### src/rtl/decode_ctrl_stage.sv
// RV32I decode/control stage behind a 2-entry skid buffer (registered outputs, 1-cycle latency).
// Optional macro DECODE_ILLEGAL_TRAP_EN: flag unknown opcodes via illegal_o instead of decoding them as a NOP.
module decode_ctrl_stage (
    input  logic        clk_i,
    input  logic        rst_i,
    input  logic        flush_i,
    input  logic [31:0] instr_i,
    input  logic        instr_valid_i,
    output logic        instr_ready_o,
    output logic        dec_valid_o,
    input  logic        dec_ready_i,
    output logic [2:0]  aluop_o,
    output logic [2:0]  func3_o,
    output logic        func7_o,
    output logic [4:0]  rs1_o,
    output logic [4:0]  rs2_o,
    output logic [4:0]  rd_o,
    output logic        mem_read_o,
    output logic        mem_write_o,
    output logic        illegal_o
);

    typedef enum logic [1:0] {EMPTY = 2'd0, ONE = 2'd1, FULL = 2'd2} state_t;

    typedef struct packed {
        logic [2:0] aluop;
        logic [2:0] func3;
        logic       func7;
        logic [4:0] rs1;
        logic [4:0] rs2;
        logic [4:0] rd;
        logic       mem_read;
        logic       mem_write;
`ifdef DECODE_ILLEGAL_TRAP_EN
        logic       illegal;
`endif
    } dec_t;

    state_t state_q, state_d;
    dec_t   dec, out_q, skid_q;
    logic   in_fire, out_fire;
    logic   load_out, load_skid, out_from_skid;

    // Funct7 bits other than instr[30] carry no ALU control information.
    logic unused_instr_bits;
    assign unused_instr_bits = ^{instr_i[31], instr_i[29:25]};

    // NOTE: every combinational output gets a default first so no path can infer a latch.
    always_comb begin
        dec     = '0;
        dec.rs1 = instr_i[19:15];
        dec.rs2 = instr_i[24:20];
        dec.rd  = instr_i[11:7];
        case (instr_i[6:0])
            7'b0110011: begin
                dec.aluop = 3'b000;
                dec.func3 = instr_i[14:12];
                dec.func7 = instr_i[30];
            end
            7'b0010011: begin
                dec.aluop = 3'b001;
                dec.func3 = instr_i[14:12];
                // Only the shift-right immediates use instr[30] to pick SRAI over SRLI.
                dec.func7 = (instr_i[14:12] == 3'b101) ? instr_i[30] : 1'b0;
            end
            7'b1100011: begin
                dec.aluop = 3'b010;
                dec.func3 = instr_i[14:12];
            end
            7'b1101111, 7'b1100111: dec.aluop = 3'b011;
            7'b0000011: begin
                dec.aluop    = 3'b100;
                dec.mem_read = 1'b1;
            end
            7'b0100011: begin
                dec.aluop     = 3'b101;
                dec.mem_write = 1'b1;
            end
            7'b0110111, 7'b0010111: dec.aluop = 3'b110;
            default: begin
`ifdef DECODE_ILLEGAL_TRAP_EN
                dec.aluop   = 3'b111;
                dec.illegal = 1'b1;
`else
                dec.aluop = 3'b001;
                dec.rd    = 5'd0;
`endif
            end
        endcase
    end

    assign instr_ready_o = (state_q != FULL);
    assign dec_valid_o   = (state_q != EMPTY);
    assign in_fire       = instr_valid_i && instr_ready_o;
    assign out_fire      = dec_valid_o && dec_ready_i;

    // NOTE: sequential state uses non-blocking assignments so all registers update together.
    always_ff @(posedge clk_i) begin
        if (rst_i) state_q <= EMPTY;
        else       state_q <= state_d;
    end

    always_comb begin
        state_d       = state_q;
        load_out      = 1'b0;
        load_skid     = 1'b0;
        out_from_skid = 1'b0;
        case (state_q)
            EMPTY: begin
                if (in_fire) begin
                    state_d  = ONE;
                    load_out = 1'b1;
                end
            end
            ONE: begin
                if (in_fire && !out_fire) begin
                    state_d   = FULL;
                    load_skid = 1'b1;
                end else if (out_fire && !in_fire) begin
                    state_d = EMPTY;
                end else if (in_fire && out_fire) begin
                    load_out = 1'b1;
                end
            end
            FULL: begin
                if (out_fire) begin
                    state_d       = ONE;
                    load_out      = 1'b1;
                    out_from_skid = 1'b1;
                end
            end
            default: state_d = EMPTY;
        endcase
        // Flush wins over any same-cycle transfer; the incoming word is dropped.
        if (flush_i) begin
            state_d   = EMPTY;
            load_out  = 1'b0;
            load_skid = 1'b0;
        end
    end

    // NOTE: the two entry registers are cleared on reset so every output reads 0 until the first transfer.
    always_ff @(posedge clk_i) begin
        if (rst_i) begin
            out_q  <= '0;
            skid_q <= '0;
        end else begin
            if (load_out)  out_q  <= out_from_skid ? skid_q : dec;
            if (load_skid) skid_q <= dec;
        end
    end

    assign aluop_o     = out_q.aluop;
    assign func3_o     = out_q.func3;
    assign func7_o     = out_q.func7;
    assign rs1_o       = out_q.rs1;
    assign rs2_o       = out_q.rs2;
    assign rd_o        = out_q.rd;
    assign mem_read_o  = out_q.mem_read;
    assign mem_write_o = out_q.mem_write;
`ifdef DECODE_ILLEGAL_TRAP_EN
    assign illegal_o   = out_q.illegal;
`else
    assign illegal_o   = 1'b0;
`endif

endmodule
### config.mk
export PLATFORM = sky130hd
export DESIGN_NAME = decode_ctrl_stage
export DESIGN_NICKNAME = d
export VERILOG_FILES = /design/src/rtl/decode_ctrl_stage.sv
export SDC_FILE = /design/constraint.sdc
export NUM_CORES = 1
export LEC_CHECK = 0
export ABC_CLOCK_PERIOD_IN_PS = 3570
export BUFFER_PORTS_ARGS = -buffer_cell sky130_fd_sc_hd__clkbuf_2
export CELL_PAD_IN_SITES_DETAIL_PLACEMENT = 1
export CELL_PAD_IN_SITES_GLOBAL_PLACEMENT = 1
export CORE_AREA = 5 5 83 85
export DETAILED_ROUTE_END_ITERATION = 10
export DIE_AREA = 0 0 88 90
export PLACE_DENSITY = 0.94
export SETUP_SLACK_MARGIN = 0.05
export SYNTH_ARGS = -nofsm -noshare
export SYNTH_HDL_FRONTEND = slang
export SYNTH_SLANG_ARGS = --single-unit
### constraint.sdc
create_clock -name clk_i -period 3.57 [get_ports clk_i]
set_input_delay 1.071 -clock clk_i [delete_from_list [all_inputs] [get_ports clk_i]]
set_output_delay 1.071 -clock clk_i [all_outputs]
set_load 0.05 [all_outputs]
After elaboration in Yosys (flattened, before gate mapping)
Index checks and enable logic that the tools add are counted.

cells by class
  equal/unequal tests = 16
  multiplexer cells = 24
  reduce and logical (&&, ||, !) cells = 15

operators with widths
  operator              number
  $mux W24              1
  $eq A7 B6 Y1 const B  3
  $eq A7 B7 Y1 const B  3
  $pmux W3 S6           1
  $eq A7 B5 Y1 const B  2
  $mux W1               13
  $reduce_or A9 Y1      1
  $mux W2               4
  $eq A7 B2 Y1 const B  1
  $ne A2 B2 Y1 const B  3
  $pmux W2 S3           1
  $reduce_or A2 Y1      3
  $logic_and A1 B1 Y1   5
  $mux W5               1
  $eq A3 B3 Y1 const B  1
  $mux W3               1
  $ne A3 B3 Y1 const B  1
  $pmux W1 S3           1
  $reduce_and A3 Y1     1
  $reduce_or A3 Y1      1
  $eq A2 B1 Y1 const B  1
  $eq A2 B2 Y1 const B  1
  $logic_not A1 Y1      2
  $logic_not A2 Y1      1
  2 further kinds       2

storage, ports and cells
  flip-flop bits (word level) = 50
  input bits = 37
  logic and storage cells = 72

Depth between registers and ports, before layout
Gate-level depths: netlist of the first run.

  word-level depth = 8
  mapped depth = 10
  gate-level depth less buffers = 8

Worst setup path after synthesis of the first run
OpenSTA, ideal clock, no wires.

  kind = input to register
  start = input port dec_ready_i
  end = register skid_q[2] in the netlist's numbering
  library setup time = 117 ps
  arrival time = 2264 ps
  path slack = 1190 ps
  stages on the path = 7
  path through = and2_1 > inv_1 > ha_1 > nand2_1 > nor3_1 > nor2_1 > a22o_1

between the ends
  cells in the longest elaborated chain, start to end = 6

ends and longest elaborated chain
  item                  RTL line  text
  from (decl)           11        input logic dec_ready_i,
  $logic_and A1 B1 Y1   95        assign out_fire = dec_valid_o && dec_ready_i;
  $logic_not A1 Y1      116       if (in_fire && !out_fire) begin
  $logic_and A1 B1 Y1   116
  $mux W1               116
  $mux W1               108       case (state_q)
  $mux W1               135       if (flush_i) begin
  to (signal assigned)  146       skid_q <= '0;
  to (signal assigned)  149       if (load_skid) skid_q <= dec;
  to (decl)             40        dec_t dec, out_q, skid_q;

Every way passes these cells.
A chain may end at the register's enable or synchronous reset.

Worst setup path in the final report of the first run
  start = input port dec_ready_i
  end = register skid_q[23] in the netlist's numbering

The elaborated chain is that of the path after synthesis.

==> results.sh, run 1 <==
export IMPL_status="completed"
export IMPL_cp_end_kind="flip-flop"
export IMPL_clk_latency_ps=300
export IMPL_cts_clk_slew_worst_paths_ps=90
export IMPL_drcViolationCount=0
export IMPL_p_per_area_nw_per_um2=406
export IMPL_synth_nets=318
export IMPL_synth_fa_ha_area_frac=0.0102
export IMPL_grt_setup_unrepaired="no"
export IMPL_yosysMostFrequentCell="nand2_1"
export IMPL_ant_nets=0
export IMPL_worstSetupPathDepth=7
export IMPL_fp_row_count=29
export IMPL_post_cts_buffers=0
export IMPL_period_share=0.698
export IMPL_cts_root_buf="clkbuf_8"
export IMPL_muxShareOfSynthArea=0.0137
export IMPL_place_congestion=0.750
export IMPL_cts_tree="yes"
export IMPL_synthDistinctLibCells=46
export IMPL_async_reset_ff_frac=0
export IMPL_synthXorXnorAreaFrac=0.00711
export IMPL_via_count=2271
export IMPL_grt_first_pass_wirelength_um=10800
export IMPL_relSlewSlack=0.489
export IMPL_p_leak_nw=1.04
export IMPL_grt_remaining_overflow=0
export IMPL_cp_data_required_time_ps=3810
export IMPL_vias_per_cell=5.68
export IMPL_drtIter0Drc=85
export IMPL_synth_top_cell_area_share=0.406
export IMPL_cp_data_arrival_time_ps=2730
export IMPL_cts_max_level=2
export IMPL_r2r_slack_ps=1180
export IMPL_place_ws_ps=745
export IMPL_synth_edf_count=0
export IMPL_synthesis_area_um2=2460
export IMPL_hpwl_um=4710
export IMPL_final_layout_size_suffix_gt1_frac=0.257
export IMPL_synth_simple_gate_area_frac=0.207
export IMPL_synth_compound_area_share=0.285
export IMPL_hold_buffers=0
export IMPL_synth_flop_cell="dfxtp_1"
export IMPL_fin_tns_setup_ps=0
export IMPL_cp_slowest_cell="or4b_1"
export IMPL_ios=64
export IMPL_worstHoldPathType="flip-flop to flip-flop"
export IMPL_skew_ps=2.88
export IMPL_initial_utilization=0.402
export IMPL_maxUsedRoutingLayer="met4"
export IMPL_r2r_end="skid_q[23]"
export IMPL_critPathMaxFanout=23
export IMPL_grt_usage=0.167
export IMPL_grt_pass1_vias=2306
export IMPL_crit_type="input pin to flip-flop"
export IMPL_avgSynthCellArea_um2=8.83
export IMPL_final_nets=361
export IMPL_grt_antenna_before_repair=0
export IMPL_wl_met1_um=2900
export IMPL_hold_viol=0
export IMPL_crit_family="simple AND/OR/NAND/NOR gates"
export IMPL_fp_dieArea_um2=7920
export IMPL_critPathMaxStageDelay_ps=630
export IMPL_drv_cap=0
export IMPL_tightest_slew_ps=765
export IMPL_die_x_um=88
export IMPL_wl_per_cell_um=16.8
export IMPL_r2r_cells=7
export IMPL_period_needed_ps=2490
export IMPL_finalWirelength_um=6710
export IMPL_crit_chain="clkbuf_2, and2_1, inv_1, ha_1, nand4bb_4, or4b_1, a21oi_1"
export IMPL_n_antenna_cell=0
export IMPL_crit_path_end="skid_q[23]"
export IMPL_portBuffers=56
export IMPL_met2_length_um=3440
export IMPL_worst_slack_ps=1080
export IMPL_synth_area_leaders="dfxtp_1 41%, nand2_1 7.8%, a21oi_1 7.5%"
export IMPL_critPathLaunchType="input pin"
export IMPL_fmax_mhz=401
export IMPL_cts_sinks=50
export IMPL_area_delta_synth_final_pct=14.5
export IMPL_core_area_um2=6130
export IMPL_route_met3_wl_um=288
export IMPL_ir_drop_v=0.000173
export IMPL_synthTopCellsByCount="51 x nand2_1, 50 x dfxtp_1, 37 x a21oi_1, 17 x nor2_1, 15 x a311oi_1"
export IMPL_ys_ff_latch=50
export IMPL_dr_pass1_iters=4
export IMPL_post_cts_resized=0
export IMPL_slew_violations=0
export IMPL_yosysTopAreaCell="dfxtp_1"
export IMPL_cts_buffers=5
export IMPL_grt_max_degree=29
export IMPL_synth_top_family_by_area="compound AO/OA/AOI/OAI gates"
export IMPL_finalSetupViolCount=0
export IMPL_synthCells=279
export IMPL_crit_start="dec_ready_i"
export IMPL_cts_buffer_depth=2
export IMPL_die_h_um=90
export IMPL_cp_num_buf_inv=2
export IMPL_reg2reg_from="state_q[1]"
export IMPL_seq_area_frac_synth=0.406
export IMPL_yosys_warnings=0
==> state kept, by name, indices dropped and copies added, names as in the netlist <==
signal       cells
rs2_o            5
state_q          2
func3_o          3
rd_o             5
aluop_o          3
skid_q          24
rs1_o            5
mem_write_o      1
func7_o          1
mem_read_o       1
==> cells by family (layout without fill, tap and decap cells) <==
| family | after synthesis | in the layout |
|---|---|---|
| muxes | 3 | 3 |
| buffers and inverters | 31 | 75 |
| xor gates and xnor gates | 2 | 2 |
| DFF | 50 | 50 |
| adders and majority gates | 2 | 2 |
| AOI/OAI and AO/OA | 91 | 91 |
| other | 1 | 1 |
| and+or+nand+nor | 99 | 99 |
==> power by group <==
part	switching (mW)	internal [mW]
Combinational	0.159	0.0628
Clock	0.190	0.139
Sequential	0.0142	0.579
Total	0.364	0.781
==> worst reg2reg max path, cell delays in order, from the launching register on <==
cell and delay, ps:
dfxtp_1 420, or2_2 340, and2_1 170, inv_1 60, ha_1 230, nand4bb_4 360
or4b_1 630, a21oi_1 120
==> routing by layer <==
layer,vias up,track usage
met5,-,0
met4,0,0.0435
met3,7,0.0311
met2,49,0.300
met1,1113,0.200
li1,1102,-
==> layout by cell type, fill, tap and decap left out, types with 6 or more instances in the layout <==
cell	n
nand2_1	51
a311oi_1	15
dfxtp_1	50
inv_1	6
a21oi_1	37
a22oi_1	8
o211ai_1	6
nor2_1	17
clkbuf_2	56
a211oi_1	8
==> worst min-delay path by stage <==
stage | startpoint | slack [ps] | cells past startpoint | to
3_5_place_dp | skid_q[9] | 450 | 2 | skid_q[9]
4_1_cts | skid_q[23] | 460 | 2 | skid_q[23]
5_1_grt | skid_q[23] | 490 | 2 | skid_q[23]
6_report | skid_q[23] | 460 | 2 | skid_q[23]
3_3_place_gp | skid_q[23] | 440 | 2 | skid_q[23]
2_1_floorplan | skid_q[23] | 430 | 2 | skid_q[23]
==> per-stage QoR <==
| stage | area, µm² | instances | total power [mW] | util | hold slack [ps] |
|---|---|---|---|---|---|
| finish | 2820 | 400 | 1.14 | 0.460 | 459 |
| global route | 2820 | 400 | 1.19 | 0.460 | 490 |
| CTS | 2820 | 400 | 1.15 | 0.460 | 461 |
| detailed placement | 2740 | 392 | 0.829 | 0.446 | 448 |
| global placement | 2740 | 392 | 0.821 | 0.446 | 440 |
| floorplan | 2460 | 279 | 0.768 | - | 434 |
==> cell type report <==
cell class / instances / area, µm²
Tap cell: 77 / 96.3
Sequential cell: 50 / 1000
Multi-Input combinational cell: 198 / 1300
Inverter: 6 / 22.5
Fill cell: 736 / 3310
Clock buffer: 6 / 72.6
Timing Repair Buffer: 61 / 318
Clock inverter: 2 / 13.8
Power figures use the tool's default switching activity.
==> run 2, diff against run 1 <==
--- a/config.mk
+++ b/config.mk
@@ -5,14 +5,14 @@
 export SDC_FILE = /design/constraint.sdc
 export NUM_CORES = 1
 export LEC_CHECK = 0
-export ABC_CLOCK_PERIOD_IN_PS = 3570
+export ABC_CLOCK_PERIOD_IN_PS = 2050
 export BUFFER_PORTS_ARGS = -buffer_cell sky130_fd_sc_hd__clkbuf_2
 export CELL_PAD_IN_SITES_DETAIL_PLACEMENT = 1
 export CELL_PAD_IN_SITES_GLOBAL_PLACEMENT = 1
-export CORE_AREA = 5 5 83 85
+export CORE_AREA = 5 5 90 92
 export DETAILED_ROUTE_END_ITERATION = 10
-export DIE_AREA = 0 0 88 90
-export PLACE_DENSITY = 0.94
+export DIE_AREA = 0 0 95 97
+export PLACE_DENSITY = 0.85
 export SETUP_SLACK_MARGIN = 0.05
 export SYNTH_ARGS = -nofsm -noshare
 export SYNTH_HDL_FRONTEND = slang
==> constraint.sdc (replaced) <==
create_clock -name clk_i -period 2.05 [get_ports clk_i]
set_input_delay 0.615 -clock clk_i [delete_from_list [all_inputs] [get_ports clk_i]]
set_output_delay 0.615 -clock clk_i [all_outputs]
set_load 0.05 [all_outputs]
==> results.sh, run 2 (same netlist as run 1, synthesis figures left out) <==
export IMPL_period_needed_ps=1910
export IMPL_core_area_um2=7140
export IMPL_p_per_area_nw_per_um2=697
export IMPL_cts_max_level=2
export IMPL_place_ws_ps=-502
export IMPL_cts_buffer_depth=2
export IMPL_cp_slowest_cell="or4_4"
export IMPL_ant_nets=0
export IMPL_grt_remaining_overflow=0
export IMPL_cp_end_kind="flip-flop"
export IMPL_ios=64
export IMPL_cp_data_required_time_ps=2260
export IMPL_cts_root_buf="clkbuf_8"
export IMPL_crit_family="simple AND/OR/NAND/NOR gates"
export IMPL_skew_ps=11.0
export IMPL_drcViolationCount=0
export IMPL_dr_pass1_iters=4
export IMPL_cp_data_arrival_time_ps=2130
export IMPL_grt_usage=0.157
export IMPL_drv_cap=0
export IMPL_largest_register="skid_q"
export IMPL_worstHoldPathType="flip-flop to flip-flop"
export IMPL_place_inst=432
export IMPL_grt_setup_unrepaired="no"
export IMPL_crit_chain="or2_4, and2_4, ha_2, mux2i_2, o21a_2, buf_4, or4_4, o32ai_2"
export IMPL_postPlaceCellArea_um2=2930
export IMPL_via_count=2390
export IMPL_place_congestion=0.778
export IMPL_grt_max_degree=24
export IMPL_die_h_um=97
export IMPL_layout_commonest_cell="clkbuf_2"
export IMPL_p_leak_nw=1.17
export IMPL_portBuffers=56
export IMPL_fin_cells=444
export IMPL_relSlewSlack=0.644
export IMPL_finish_utilization=0.436
export IMPL_period_share=0.933
export IMPL_finalWirelength_um=7390
export IMPL_grt_antenna_before_repair=0
export IMPL_largest_reg_flops=24
export IMPL_vias_per_cell=5.38
export IMPL_grt_pass1_vias=2422
export IMPL_finalSetupViolCount=0
export IMPL_fp_dieArea_um2=9220
export IMPL_tightest_slew_ps=527
export IMPL_cts_clk_slew_worst_paths_ps=90
export IMPL_hold_viol=0
export IMPL_fin_area_um2=3110
export IMPL_final_nets=383
export IMPL_layout_common_cells="56 x clkbuf_2, 51 x nand2_1, 48 x dfxtp_1"
export IMPL_worst_slack_ps=137
export IMPL_critPathMaxStageDelay_ps=480
export IMPL_drtIter0Drc=147
export IMPL_hpwl_um=5230
export IMPL_hold_buffers=0
export IMPL_cts_buffers=5
export IMPL_clk_latency_ps=310
export IMPL_area_delta_synth_final_pct=26.3
export IMPL_status="completed"
export IMPL_wl_per_cell_um=16.6
export IMPL_final_layout_size_suffix_gt1_frac=0.336
export IMPL_cp_num_buf_inv=1
export IMPL_grt_first_pass_wirelength_um=11800
export IMPL_slew_violations=0
export IMPL_critPathLaunchType="flip-flop"
export IMPL_n_antenna_cell=0
export IMPL_die_x_um=95
export IMPL_ir_drop_v=0.000294
export IMPL_critPathMaxFanout=3
export IMPL_cts_sinks=50
export IMPL_holdWs_ps=463
export IMPL_cts_tree="yes"
export IMPL_fp_row_count=31
export IMPL_fmax_mhz=523
export IMPL_crit_type="flip-flop to flip-flop"
export IMPL_initial_utilization=0.345
-- run 2: changes by cell type in the layout (fill, tap and decap cells not counted), sizes merged --
cell    delta
buf       +20
bufinv     +1
clkbuf     -1
clkinv     -1
inv        +1
nor2       +1
o21ai      +1
-- run 2: final cells by class --
class | count | area, µm²
fill | 869 | 4020
multi-input combinational | 200 | 1360
inverter | 6 | 22.5
clock buffer | 5 | 68.8
clock inverter | 3 | 43.8
sequential | 50 | 1010
timing repair buffer | 81 | 493
tap | 99 | 124
-- run 2: per-layer routing --
layer  GRT usage  vias to the layer above  part of all wire
met5           0                        -                 0
met4      0.0400                        0             0.012
met3      0.0310                       12             0.043
met2       0.275                       59              0.50
met1       0.194                     1163              0.44
li1            -                     1156                 -
-- run 2: where the power goes --
| part | switching (mW) | internal, mW |
|---|---|---|
| registers | 0.0221 | 1.01 |
| logic | 0.296 | 0.141 |
| clock network | 0.339 | 0.366 |
-- run 2: worst paths after layout --
| path | startpoint | endpoint | slack [ps] | cells after the start |
|---|---|---|---|---|
| setup / recovery | state_q[1] | aluop_o[0] | 140 | 8 |
| hold / removal | skid_q[8] | skid_q[8] | 460 | 2 |
| setup reg to reg | state_q[1] | aluop_o[0] | 140 | 8 |
| hold reg to reg | skid_q[8] | skid_q[8] | 460 | 2 |
-- run 2: repair_timing --
| action | CTS | global route |
|---|---|---|
| setup buffers | 0 | 2 |
| resized for setup | 4 | 6 |
| setup endpoints to repair | 24 | 24 |
| gates cloned | 1 | 1 |
| pin swaps | 1 | 3 |
-- run 2: per-stage QoR --
step | TNS [ps] | power, mW
finish | 0 | 2.17
global route | 0 | 2.26
CTS | 0 | 2.17
detailed placement | -10540 | 1.47
global placement | -7760 | 1.45
floorplan | 0 | 1.34
-- run 2: worst reg2reg max path, stage by stage, from the launching register on --
cell	delay [ps]
dfxtp_4	370
or2_4	110
and2_4	130
ha_2	160
mux2i_2	80
o21a_2	240
buf_4	150
or4_4	480
o32ai_2	100
